<file path="config.mk">
export PLATFORM = sky130hd
export DESIGN_NAME = multicycle_controller_flat
export DESIGN_NICKNAME = d
export VERILOG_FILES = /design/src/rtl/multicycle_controller_pkg.sv /design/src/rtl/multicycle_controller_if.sv /design/src/rtl/multicycle_controller_classifier.sv /design/src/rtl/multicycle_controller.sv /design/src/flat_wrapper.sv
export SDC_FILE = /design/constraint.sdc
export NUM_CORES = 1
export LEC_CHECK = 0
export BUFFER_PORTS_ARGS = -buffer_cell sky130_fd_sc_hd__buf_4
export CORE_MARGIN = 5
export CORE_UTILIZATION = 58
export DETAILED_ROUTE_END_ITERATION = 6
export GPL_TIMING_DRIVEN = 0
export PLACE_DENSITY = 0.84
export SLEW_MARGIN = 20
export SYNTH_ARGS = -nofsm -noshare
export SYNTH_HDL_FRONTEND = slang
export SYNTH_SLANG_ARGS = --single-unit
</file>
<file path="constraint.sdc">
create_clock -name clk -period 6 [get_ports clk]
set_input_delay 1.2 -clock clk [delete_from_list [all_inputs] [get_ports clk]]
set_output_delay 1.2 -clock clk [all_outputs]
set_load 0.02 [all_outputs]
</file>
<file path="src/rtl/multicycle_controller_pkg.sv">
// Shared types for the multi-cycle RISC-V controller: FSM states, opcode
// constants, datapath select encodings and the per-state output decode.
package ctrl_pkg;

  typedef enum logic [3:0] {
    S_RST       = 4'd0,
    S_FETCH     = 4'd1,
    S_DECODE    = 4'd2,
    S_MEMADR    = 4'd3,
    S_MEMREAD   = 4'd4,
    S_MEMWB     = 4'd5,
    S_MEMWRITE  = 4'd6,
    S_EXEC_R    = 4'd7,
    S_EXEC_I    = 4'd8,
    S_ALUWB     = 4'd9,
    S_BRANCH    = 4'd10,
    S_JAL       = 4'd11,
    S_JALR      = 4'd12,
    S_JALR_LINK = 4'd13,
    S_UPPER     = 4'd14,
    S_TRAP      = 4'd15
  } state_t;

  typedef enum logic [3:0] {
    CLS_LOAD    = 4'd0,
    CLS_STORE   = 4'd1,
    CLS_R       = 4'd2,
    CLS_I       = 4'd3,
    CLS_BRANCH  = 4'd4,
    CLS_JAL     = 4'd5,
    CLS_JALR    = 4'd6,
    CLS_LUI     = 4'd7,
    CLS_AUIPC   = 4'd8,
    CLS_ILLEGAL = 4'd9
  } instr_class_t;

  localparam logic [6:0] OP_LOAD   = 7'b0000011;
  localparam logic [6:0] OP_STORE  = 7'b0100011;
  localparam logic [6:0] OP_R      = 7'b0110011;
  localparam logic [6:0] OP_I      = 7'b0010011;
  localparam logic [6:0] OP_BRANCH = 7'b1100011;
  localparam logic [6:0] OP_JAL    = 7'b1101111;
  localparam logic [6:0] OP_JALR   = 7'b1100111;
  localparam logic [6:0] OP_LUI    = 7'b0110111;
  localparam logic [6:0] OP_AUIPC  = 7'b0010111;

  localparam logic [1:0] SRCA_PC    = 2'b00;
  localparam logic [1:0] SRCA_OLDPC = 2'b01;
  localparam logic [1:0] SRCA_RS1   = 2'b10;
  localparam logic [1:0] SRCA_ZERO  = 2'b11;

  localparam logic [1:0] SRCB_RS2  = 2'b00;
  localparam logic [1:0] SRCB_IMM  = 2'b01;
  localparam logic [1:0] SRCB_FOUR = 2'b10;

  localparam logic [1:0] ALUOP_ADD   = 2'b00;
  localparam logic [1:0] ALUOP_SUB   = 2'b01;
  localparam logic [1:0] ALUOP_RTYPE = 2'b10;
  localparam logic [1:0] ALUOP_ITYPE = 2'b11;

  localparam logic [1:0] RES_ALUOUT = 2'b00;
  localparam logic [1:0] RES_RDATA  = 2'b01;
  localparam logic [1:0] RES_ALU    = 2'b10;

  typedef struct packed {
    logic       pc_write;
    logic       branch;
    logic       ir_write;
    logic       adr_src;
    logic       mem_read;
    logic       mem_write;
    logic       reg_write;
    logic [1:0] alu_src_a;
    logic [1:0] alu_src_b;
    logic [1:0] alu_op;
    logic [1:0] result_src;
    logic       trap;
  } ctrl_out_t;

  // The mem_ready-qualified FETCH strobes are added outside; this is the pure Moore part.
  function automatic ctrl_out_t ctrl_outputs(input state_t s, input logic is_lui);
    ctrl_out_t o;
    o = '0;
    case (s)
      S_FETCH: begin
        o.mem_read   = 1'b1;
        o.alu_src_a  = SRCA_PC;
        o.alu_src_b  = SRCB_FOUR;
        o.alu_op     = ALUOP_ADD;
        o.result_src = RES_ALU;
      end
      S_DECODE: begin
        o.alu_src_a = SRCA_OLDPC;
        o.alu_src_b = SRCB_IMM;
        o.alu_op    = ALUOP_ADD;
      end
      S_MEMADR: begin
        o.alu_src_a = SRCA_RS1;
        o.alu_src_b = SRCB_IMM;
        o.alu_op    = ALUOP_ADD;
      end
      S_MEMREAD: begin
        o.adr_src  = 1'b1;
        o.mem_read = 1'b1;
      end
      S_MEMWB: begin
        o.result_src = RES_RDATA;
        o.reg_write  = 1'b1;
      end
      S_MEMWRITE: begin
        o.adr_src   = 1'b1;
        o.mem_write = 1'b1;
      end
      S_EXEC_R: begin
        o.alu_src_a = SRCA_RS1;
        o.alu_src_b = SRCB_RS2;
        o.alu_op    = ALUOP_RTYPE;
      end
      S_EXEC_I: begin
        o.alu_src_a = SRCA_RS1;
        o.alu_src_b = SRCB_IMM;
        o.alu_op    = ALUOP_ITYPE;
      end
      S_ALUWB: begin
        o.result_src = RES_ALUOUT;
        o.reg_write  = 1'b1;
      end
      S_BRANCH: begin
        o.alu_src_a  = SRCA_RS1;
        o.alu_src_b  = SRCB_RS2;
        o.alu_op     = ALUOP_SUB;
        o.result_src = RES_ALUOUT;
        o.branch     = 1'b1;
      end
      S_JAL: begin
        o.alu_src_a  = SRCA_OLDPC;
        o.alu_src_b  = SRCB_FOUR;
        o.alu_op     = ALUOP_ADD;
        o.result_src = RES_ALUOUT;
        o.pc_write   = 1'b1;
      end
      S_JALR: begin
        o.alu_src_a  = SRCA_RS1;
        o.alu_src_b  = SRCB_IMM;
        o.alu_op     = ALUOP_ADD;
        o.result_src = RES_ALU;
        o.pc_write   = 1'b1;
      end
      S_JALR_LINK: begin
        o.alu_src_a  = SRCA_OLDPC;
        o.alu_src_b  = SRCB_FOUR;
        o.alu_op     = ALUOP_ADD;
        o.result_src = RES_ALU;
        o.reg_write  = 1'b1;
      end
      S_UPPER: begin
        o.alu_src_a = is_lui ? SRCA_ZERO : SRCA_OLDPC;
        o.alu_src_b = SRCB_IMM;
        o.alu_op    = ALUOP_ADD;
      end
      S_TRAP: begin
        o.trap = 1'b1;
      end
      default: o = '0;
    endcase
    return o;
  endfunction

endpackage

</file>
<file path="src/rtl/multicycle_controller_if.sv">
// Controller <-> datapath/memory bundle. The controller takes the master side.
interface multicycle_controller_if #(
  parameter int CNT_W = 32
);
  logic [6:0]       opcode;
  logic             mem_ready;
  logic             pc_write;
  logic             branch;
  logic             ir_write;
  logic             adr_src;
  logic             mem_read;
  logic             mem_write;
  logic             reg_write;
  logic [1:0]       alu_src_a;
  logic [1:0]       alu_src_b;
  logic [1:0]       alu_op;
  logic [1:0]       result_src;
  logic             trap;
  logic [CNT_W-1:0] instret;

  modport master (
    input  opcode, mem_ready,
    output pc_write, branch, ir_write, adr_src, mem_read, mem_write, reg_write,
           alu_src_a, alu_src_b, alu_op, result_src, trap, instret
  );

  modport slave (
    output opcode, mem_ready,
    input  pc_write, branch, ir_write, adr_src, mem_read, mem_write, reg_write,
           alu_src_a, alu_src_b, alu_op, result_src, trap, instret
  );
endinterface

</file>
<file path="src/rtl/multicycle_controller_classifier.sv">
// Opcode to instruction-class decode; LUI/AUIPC become illegal when upper support is off.
module instr_classifier
  import ctrl_pkg::*;
#(
  parameter int SUPPORT_UPPER = 1
) (
  input  logic [6:0]   i_opcode,
  output instr_class_t o_class,
  output logic         o_legal
);

  always_comb begin
    o_class = CLS_ILLEGAL;
    case (i_opcode)
      OP_LOAD:   o_class = CLS_LOAD;
      OP_STORE:  o_class = CLS_STORE;
      OP_R:      o_class = CLS_R;
      OP_I:      o_class = CLS_I;
      OP_BRANCH: o_class = CLS_BRANCH;
      OP_JAL:    o_class = CLS_JAL;
      OP_JALR:   o_class = CLS_JALR;
      OP_LUI:    o_class = (SUPPORT_UPPER != 0) ? CLS_LUI : CLS_ILLEGAL;
      OP_AUIPC:  o_class = (SUPPORT_UPPER != 0) ? CLS_AUIPC : CLS_ILLEGAL;
      default:   o_class = CLS_ILLEGAL;
    endcase
  end

  assign o_legal = (o_class != CLS_ILLEGAL);

endmodule

</file>
<file path="src/rtl/multicycle_controller.sv">
// Multi-cycle RISC-V control FSM with registered Moore outputs, sticky trap
// and retired-instruction counter.
//
// state       | meaning
// RST         | post-reset idle, all outputs low
// FETCH       | instruction read, PC+4; IR/PC latch when memory ready
// DECODE      | branch/JAL target into ALUOut, dispatch on opcode
// MEMADR      | load/store address calculation
// MEMREAD     | data read, waits on mem_ready
// MEMWB       | load data to register file
// MEMWRITE    | data write, waits on mem_ready
// EXEC_R      | register-register ALU op
// EXEC_I      | register-immediate ALU op
// ALUWB       | ALUOut to register file
// BRANCH      | compare, conditional PC update
// JAL         | PC <- target, ALUOut <- oldPC+4
// JALR        | PC <- rs1+imm
// JALR_LINK   | rd <- oldPC+4
// UPPER       | LUI (0+imm) / AUIPC (oldPC+imm)
// TRAP        | illegal opcode, held until reset
module multicycle_controller
  import ctrl_pkg::*;
#(
  parameter int MEM_WAIT      = 1,
  parameter int SUPPORT_UPPER = 1,
  parameter int CNT_W         = 32
) (
  input logic                   clk,
  input logic                   rst_n,
  multicycle_controller_if.master ctrl
);

  state_t           r_state;
  ctrl_out_t        r_out;
  logic [CNT_W-1:0] r_instret;

  state_t           w_next;
  instr_class_t     w_class;
  logic             w_legal;
  logic             w_ready;
  logic             w_fetch_go;

  instr_classifier #(
    .SUPPORT_UPPER(SUPPORT_UPPER)
  ) u_classifier (
    .i_opcode(ctrl.opcode),
    .o_class (w_class),
    .o_legal (w_legal)
  );

  assign w_ready = (MEM_WAIT != 0) ? ctrl.mem_ready : 1'b1;

  always_comb begin
    w_next = r_state;
    case (r_state)
      S_RST:       w_next = S_FETCH;
      S_FETCH:     w_next = w_ready ? S_DECODE : S_FETCH;
      S_DECODE: begin
        if (!w_legal) begin
          w_next = S_TRAP;
        end else begin
          case (w_class)
            CLS_LOAD, CLS_STORE: w_next = S_MEMADR;
            CLS_R:               w_next = S_EXEC_R;
            CLS_I:               w_next = S_EXEC_I;
            CLS_BRANCH:          w_next = S_BRANCH;
            CLS_JAL:             w_next = S_JAL;
            CLS_JALR:            w_next = S_JALR;
            CLS_LUI, CLS_AUIPC:  w_next = S_UPPER;
            default:             w_next = S_TRAP;
          endcase
        end
      end
      S_MEMADR:    w_next = (w_class == CLS_STORE) ? S_MEMWRITE : S_MEMREAD;
      S_MEMREAD:   w_next = w_ready ? S_MEMWB : S_MEMREAD;
      S_MEMWB:     w_next = S_FETCH;
      S_MEMWRITE:  w_next = w_ready ? S_FETCH : S_MEMWRITE;
      S_EXEC_R:    w_next = S_ALUWB;
      S_EXEC_I:    w_next = S_ALUWB;
      S_ALUWB:     w_next = S_FETCH;
      S_BRANCH:    w_next = S_FETCH;
      S_JAL:       w_next = S_ALUWB;
      S_JALR:      w_next = S_JALR_LINK;
      S_JALR_LINK: w_next = S_FETCH;
      S_UPPER:     w_next = S_ALUWB;
      S_TRAP:      w_next = S_TRAP;
      default:     w_next = S_RST;
    endcase
  end

  // Outputs are decoded from the next state so they are registered yet still Moore-aligned.
  always_ff @(posedge clk or negedge rst_n) begin
    if (!rst_n) begin
      r_state   <= S_RST;
      r_out     <= '0;
      r_instret <= '0;
    end else begin
      r_state <= w_next;
      r_out   <= ctrl_outputs(w_next, w_class == CLS_LUI);
      if (w_next == S_FETCH && r_state != S_FETCH && r_state != S_RST) begin
        r_instret <= r_instret + CNT_W'(1);
      end
    end
  end

  assign w_fetch_go = (r_state == S_FETCH) && w_ready;

  assign ctrl.pc_write   = r_out.pc_write | w_fetch_go;
  assign ctrl.ir_write   = r_out.ir_write | w_fetch_go;
  assign ctrl.branch     = r_out.branch;
  assign ctrl.adr_src    = r_out.adr_src;
  assign ctrl.mem_read   = r_out.mem_read;
  assign ctrl.mem_write  = r_out.mem_write;
  assign ctrl.reg_write  = r_out.reg_write;
  assign ctrl.alu_src_a  = r_out.alu_src_a;
  assign ctrl.alu_src_b  = r_out.alu_src_b;
  assign ctrl.alu_op     = r_out.alu_op;
  assign ctrl.result_src = r_out.result_src;
  assign ctrl.trap       = r_out.trap;
  assign ctrl.instret    = r_instret;

endmodule

</file>
<file path="src/flat_wrapper.sv">
// flat-port wrapper written by rule: the top's interface ports become plain ports
module multicycle_controller_flat import ctrl_pkg::*;
#(
  parameter int MEM_WAIT      = 1,
  parameter int SUPPORT_UPPER = 1,
  parameter int CNT_W         = 32
)
  (clk, rst_n, ctrl_opcode, ctrl_mem_ready, ctrl_pc_write, ctrl_branch, ctrl_ir_write, ctrl_adr_src, ctrl_mem_read, ctrl_mem_write, ctrl_reg_write, ctrl_alu_src_a, ctrl_alu_src_b, ctrl_alu_op, ctrl_result_src, ctrl_trap, ctrl_instret);
  multicycle_controller_if #(.CNT_W(CNT_W)) ctrl_i ();
  input logic clk;
  input logic rst_n;
  input wire logic [$bits(ctrl_i.opcode)-1:0] ctrl_opcode;
  input wire logic [$bits(ctrl_i.mem_ready)-1:0] ctrl_mem_ready;
  output wire logic [$bits(ctrl_i.pc_write)-1:0] ctrl_pc_write;
  output wire logic [$bits(ctrl_i.branch)-1:0] ctrl_branch;
  output wire logic [$bits(ctrl_i.ir_write)-1:0] ctrl_ir_write;
  output wire logic [$bits(ctrl_i.adr_src)-1:0] ctrl_adr_src;
  output wire logic [$bits(ctrl_i.mem_read)-1:0] ctrl_mem_read;
  output wire logic [$bits(ctrl_i.mem_write)-1:0] ctrl_mem_write;
  output wire logic [$bits(ctrl_i.reg_write)-1:0] ctrl_reg_write;
  output wire logic [$bits(ctrl_i.alu_src_a)-1:0] ctrl_alu_src_a;
  output wire logic [$bits(ctrl_i.alu_src_b)-1:0] ctrl_alu_src_b;
  output wire logic [$bits(ctrl_i.alu_op)-1:0] ctrl_alu_op;
  output wire logic [$bits(ctrl_i.result_src)-1:0] ctrl_result_src;
  output wire logic [$bits(ctrl_i.trap)-1:0] ctrl_trap;
  output wire logic [$bits(ctrl_i.instret)-1:0] ctrl_instret;
  assign ctrl_i.opcode = ctrl_opcode;
  assign ctrl_i.mem_ready = ctrl_mem_ready;
  assign ctrl_pc_write = ctrl_i.pc_write;
  assign ctrl_branch = ctrl_i.branch;
  assign ctrl_ir_write = ctrl_i.ir_write;
  assign ctrl_adr_src = ctrl_i.adr_src;
  assign ctrl_mem_read = ctrl_i.mem_read;
  assign ctrl_mem_write = ctrl_i.mem_write;
  assign ctrl_reg_write = ctrl_i.reg_write;
  assign ctrl_alu_src_a = ctrl_i.alu_src_a;
  assign ctrl_alu_src_b = ctrl_i.alu_src_b;
  assign ctrl_alu_op = ctrl_i.alu_op;
  assign ctrl_result_src = ctrl_i.result_src;
  assign ctrl_trap = ctrl_i.trap;
  assign ctrl_instret = ctrl_i.instret;
  multicycle_controller #(.MEM_WAIT(MEM_WAIT), .SUPPORT_UPPER(SUPPORT_UPPER), .CNT_W(CNT_W)) u_core (.clk(clk), .rst_n(rst_n), .ctrl(ctrl_i));
endmodule
</file>
==> results.yml <==
cts:
  holdBufCountCts: 0
  clockBufferDepth: 2
  cts_sinks: 51
  cts_tree: "done"
  path_clk_slew_ns: 0.09
  cts_max_level: 2
  cts_made_buffers: 5
  cts_resized: 0
  insertion_delay_ns: 0.31
  cts_setup_buffers: 0
  cts-root-buf: "clkbuf_8"
setup_path:
  critPathMaxFanout: 8
  startpoint_type: "primary input"
  crit_required_ns: 6.23
  end_kind: "register"
  path_class: "primary input to register"
  worstPathArrival_ns: 3.74
global_routing:
  antenna_found_initial: 0
  grt_pass1_vias: 2149
  track_usage_pct: 19.76
  gr-usage-met1_pct: 24.28
  grt_max_degree: 52
  grt_pass1_wl_um: 9860
  overflow: 0
  grt_util_met3_pct: 4.348
  grt.busiest_layer: "met2"
  grt_util_met2_pct: 34.25
synthesis:
  yosys_warnings: 0
  synth-seq-cells: 51
  seq_area_frac_synth_pct: 47.16
  synth_top_area_share_pct: 47.16
  netlist_top_cells_area: "dfrtp_1 47%, xor2_1 7.4%, nor3_2 4.8%"
  synth_most_common_cell: "dfrtp_1"
  synth_fp_nets: 276
  synth_largest_area_cell: "dfrtp_1"
  synth_area_sq_um: 2706
  synth_flop_cell: "dfrtp_1"
  synthArstFlopShare_pct: 100.0
  synthCells: 265
  ys_top_cells_by_count: "51 x dfrtp_1, 25 x nand2_1, 23 x xor2_1"
  synth.distinct_cells: 48
  synth_edf_count: 0
  avgSynthCellArea_sq_um: 10.21
die:
  placementRows: 24
  dieArea_sq_um: 6132
  initial_core_util_pct: 60.90
  die_width_um: 78.31
  die_height_um: 78.31
  core_area_sq_um: 4444
  io_pins: 58
drt:
  ant_nets: 0
  remaining_drc_errors: 0
  routed_wl_um: 5647
  vias: 2176
  routed_via_density: 5.711
  dr.pass1.iters: 4
  drt_iter0_drc: 97
  wl_per_cell_um: 14.82
sta:
  post-route-period-util_pct: 58.47
  worst_slew_pin_slew_ns: 0.8290
  finClkSkew_ns: 0.01024
  drv_slew: 0
  slew_headroom_pct: 43.30
  grt_setup_unrepaired: "false"
  fmax_ghz: 0.2850
  holdWs_ns: 0.4729
  hold_viol_final: 0
  setup_viol: 0
  post-route-min-period_ns: 3.508
  setup_tns_ns: 0
final_layout:
  fin_util_pct: 74.69
  syn2layout_area_growth_pct: 22.65
  fillers: 342
  nets: 339
  regArea_sq_um: 1276
  antenna_cells: 0
  postLayoutCellArea_sq_um: 3319
  drive_gt1_share_pct: 30.70
  multi_input_comb_area_sq_um: 1272
hold_path:
  holdCritPathClass: "register to register"
outcome:
  outcome: "complete, no violations"
power:
  power_density_nw_per_um2: 381.4
  power_mw: 1.266
  p_leak_nw: 1.647
  ir_drop_mv: 0.2476
placed_design:
  io_buffers: 56
  hpwl_um: 4133
  postPlaceCellArea_sq_um: 3198
  gp_congestion: 0.8142
run:
  maxCapViolCount: 0
[worst paths after layout]
kind | cells past startpoint | slack, ns | startpoint | endpoint
max in group asynchronous | 1 | 4.68 | rst_n | u_core.ctrl.reg_write
min | 1 | 0.47 | u_core.ctrl.instret[31] | u_core.ctrl.instret[31]
min reg2reg | 1 | 0.47 | u_core.ctrl.instret[31] | u_core.ctrl.instret[31]
min in group asynchronous | 1 | 0.90 | rst_n | u_core.ctrl.instret[17]
max | 8 | 2.49 | ctrl_opcode[3] | u_core.ctrl.instret[23]
max reg2reg | 10 | 3.16 | u_core.r_state[3] | u_core.ctrl.instret[23]
[area by class of cell]
cell class,count,area share [%]
plain buffers,21,4.259
clock buffers,6,2.488
clock inverters,2,1.168
inverters,6,0.6785
multi-input cells,187,38.33
flip-flops and latches,51,38.45
well taps,52,1.960
repair buffers,56,12.66
[stage by stage]
stage                     instances  setup WS [ns]
after floorplan                 265          2.594
after global placement          373          2.083
after detailed placement        373          2.259
after CTS                       381          2.557
after global routing            381          2.216
final                           381          2.492
[sequential cells by signal, indices dropped and copies added (netlist names)]
| name | count |
|---|---|
| u_core.ctrl.branch | 1 |
| u_core.ctrl.adr_src | 1 |
| u_core.ctrl.trap | 1 |
| u_core.ctrl.alu_op | 2 |
| u_core.ctrl.alu_src_a | 2 |
| u_core.ctrl.mem_write | 1 |
| u_core.r_out | 1 |
| u_core.ctrl.instret | 32 |
| u_core.ctrl.mem_read | 1 |
| u_core.ctrl.result_src | 2 |
| u_core.ctrl.reg_write | 1 |
| u_core.ctrl.alu_src_b | 2 |
| u_core.r_state | 4 |
[critical path: stages]
cell and delay [ns]:
buf_4 0.12, nand3b_4 0.16, a2111oi_0 0.73, o22ai_1 0.24
or4_4 0.53, buf_6 0.16, nor4_1 0.43, xor2_1 0.18
[metal layers]
layer,up-vias,wire (um)
met4,0,108
met1,1042,2362
met2,77,2853
met3,12,323
li1,1045,-
met5,-,0
[power by group]
group,internal [mW],switching [mW]
logic,0.233,0.347
clock network,0.137,0.114
registers,0.401,0.0339
[placed cells by master (no fill, tap or decap), drive strengths merged, types with 2 or more instances in the layout]
master,count
o31ai,3
and3b,2
nand3,16
nor2b,4
nor3,22
clkbuf,13
and3,9
nand2b,6
nand2,25
o21a,2
nor2,18
dfrtp,51
xnor2,10
a21oi,3
o22ai,3
o211ai,3
buf,70
or3,2
a2111oi,2
nor4,6
nand4,5
nand3b,5
inv,7
o21ai,3
xor2,23
[logic make-up after synthesis]
kind of cell	Yosys count	share of synthesized area, %
AOI/OAI and AO/OA	25	7.212
xor gates and xnor gates	33	10.68
adders and majority gates	1	0.4622
buffers and inverters	27	6.057
DFF	51	47.16
and+or+nand+nor	128	28.43
Note: power is estimated with default switching activity, not from simulation.
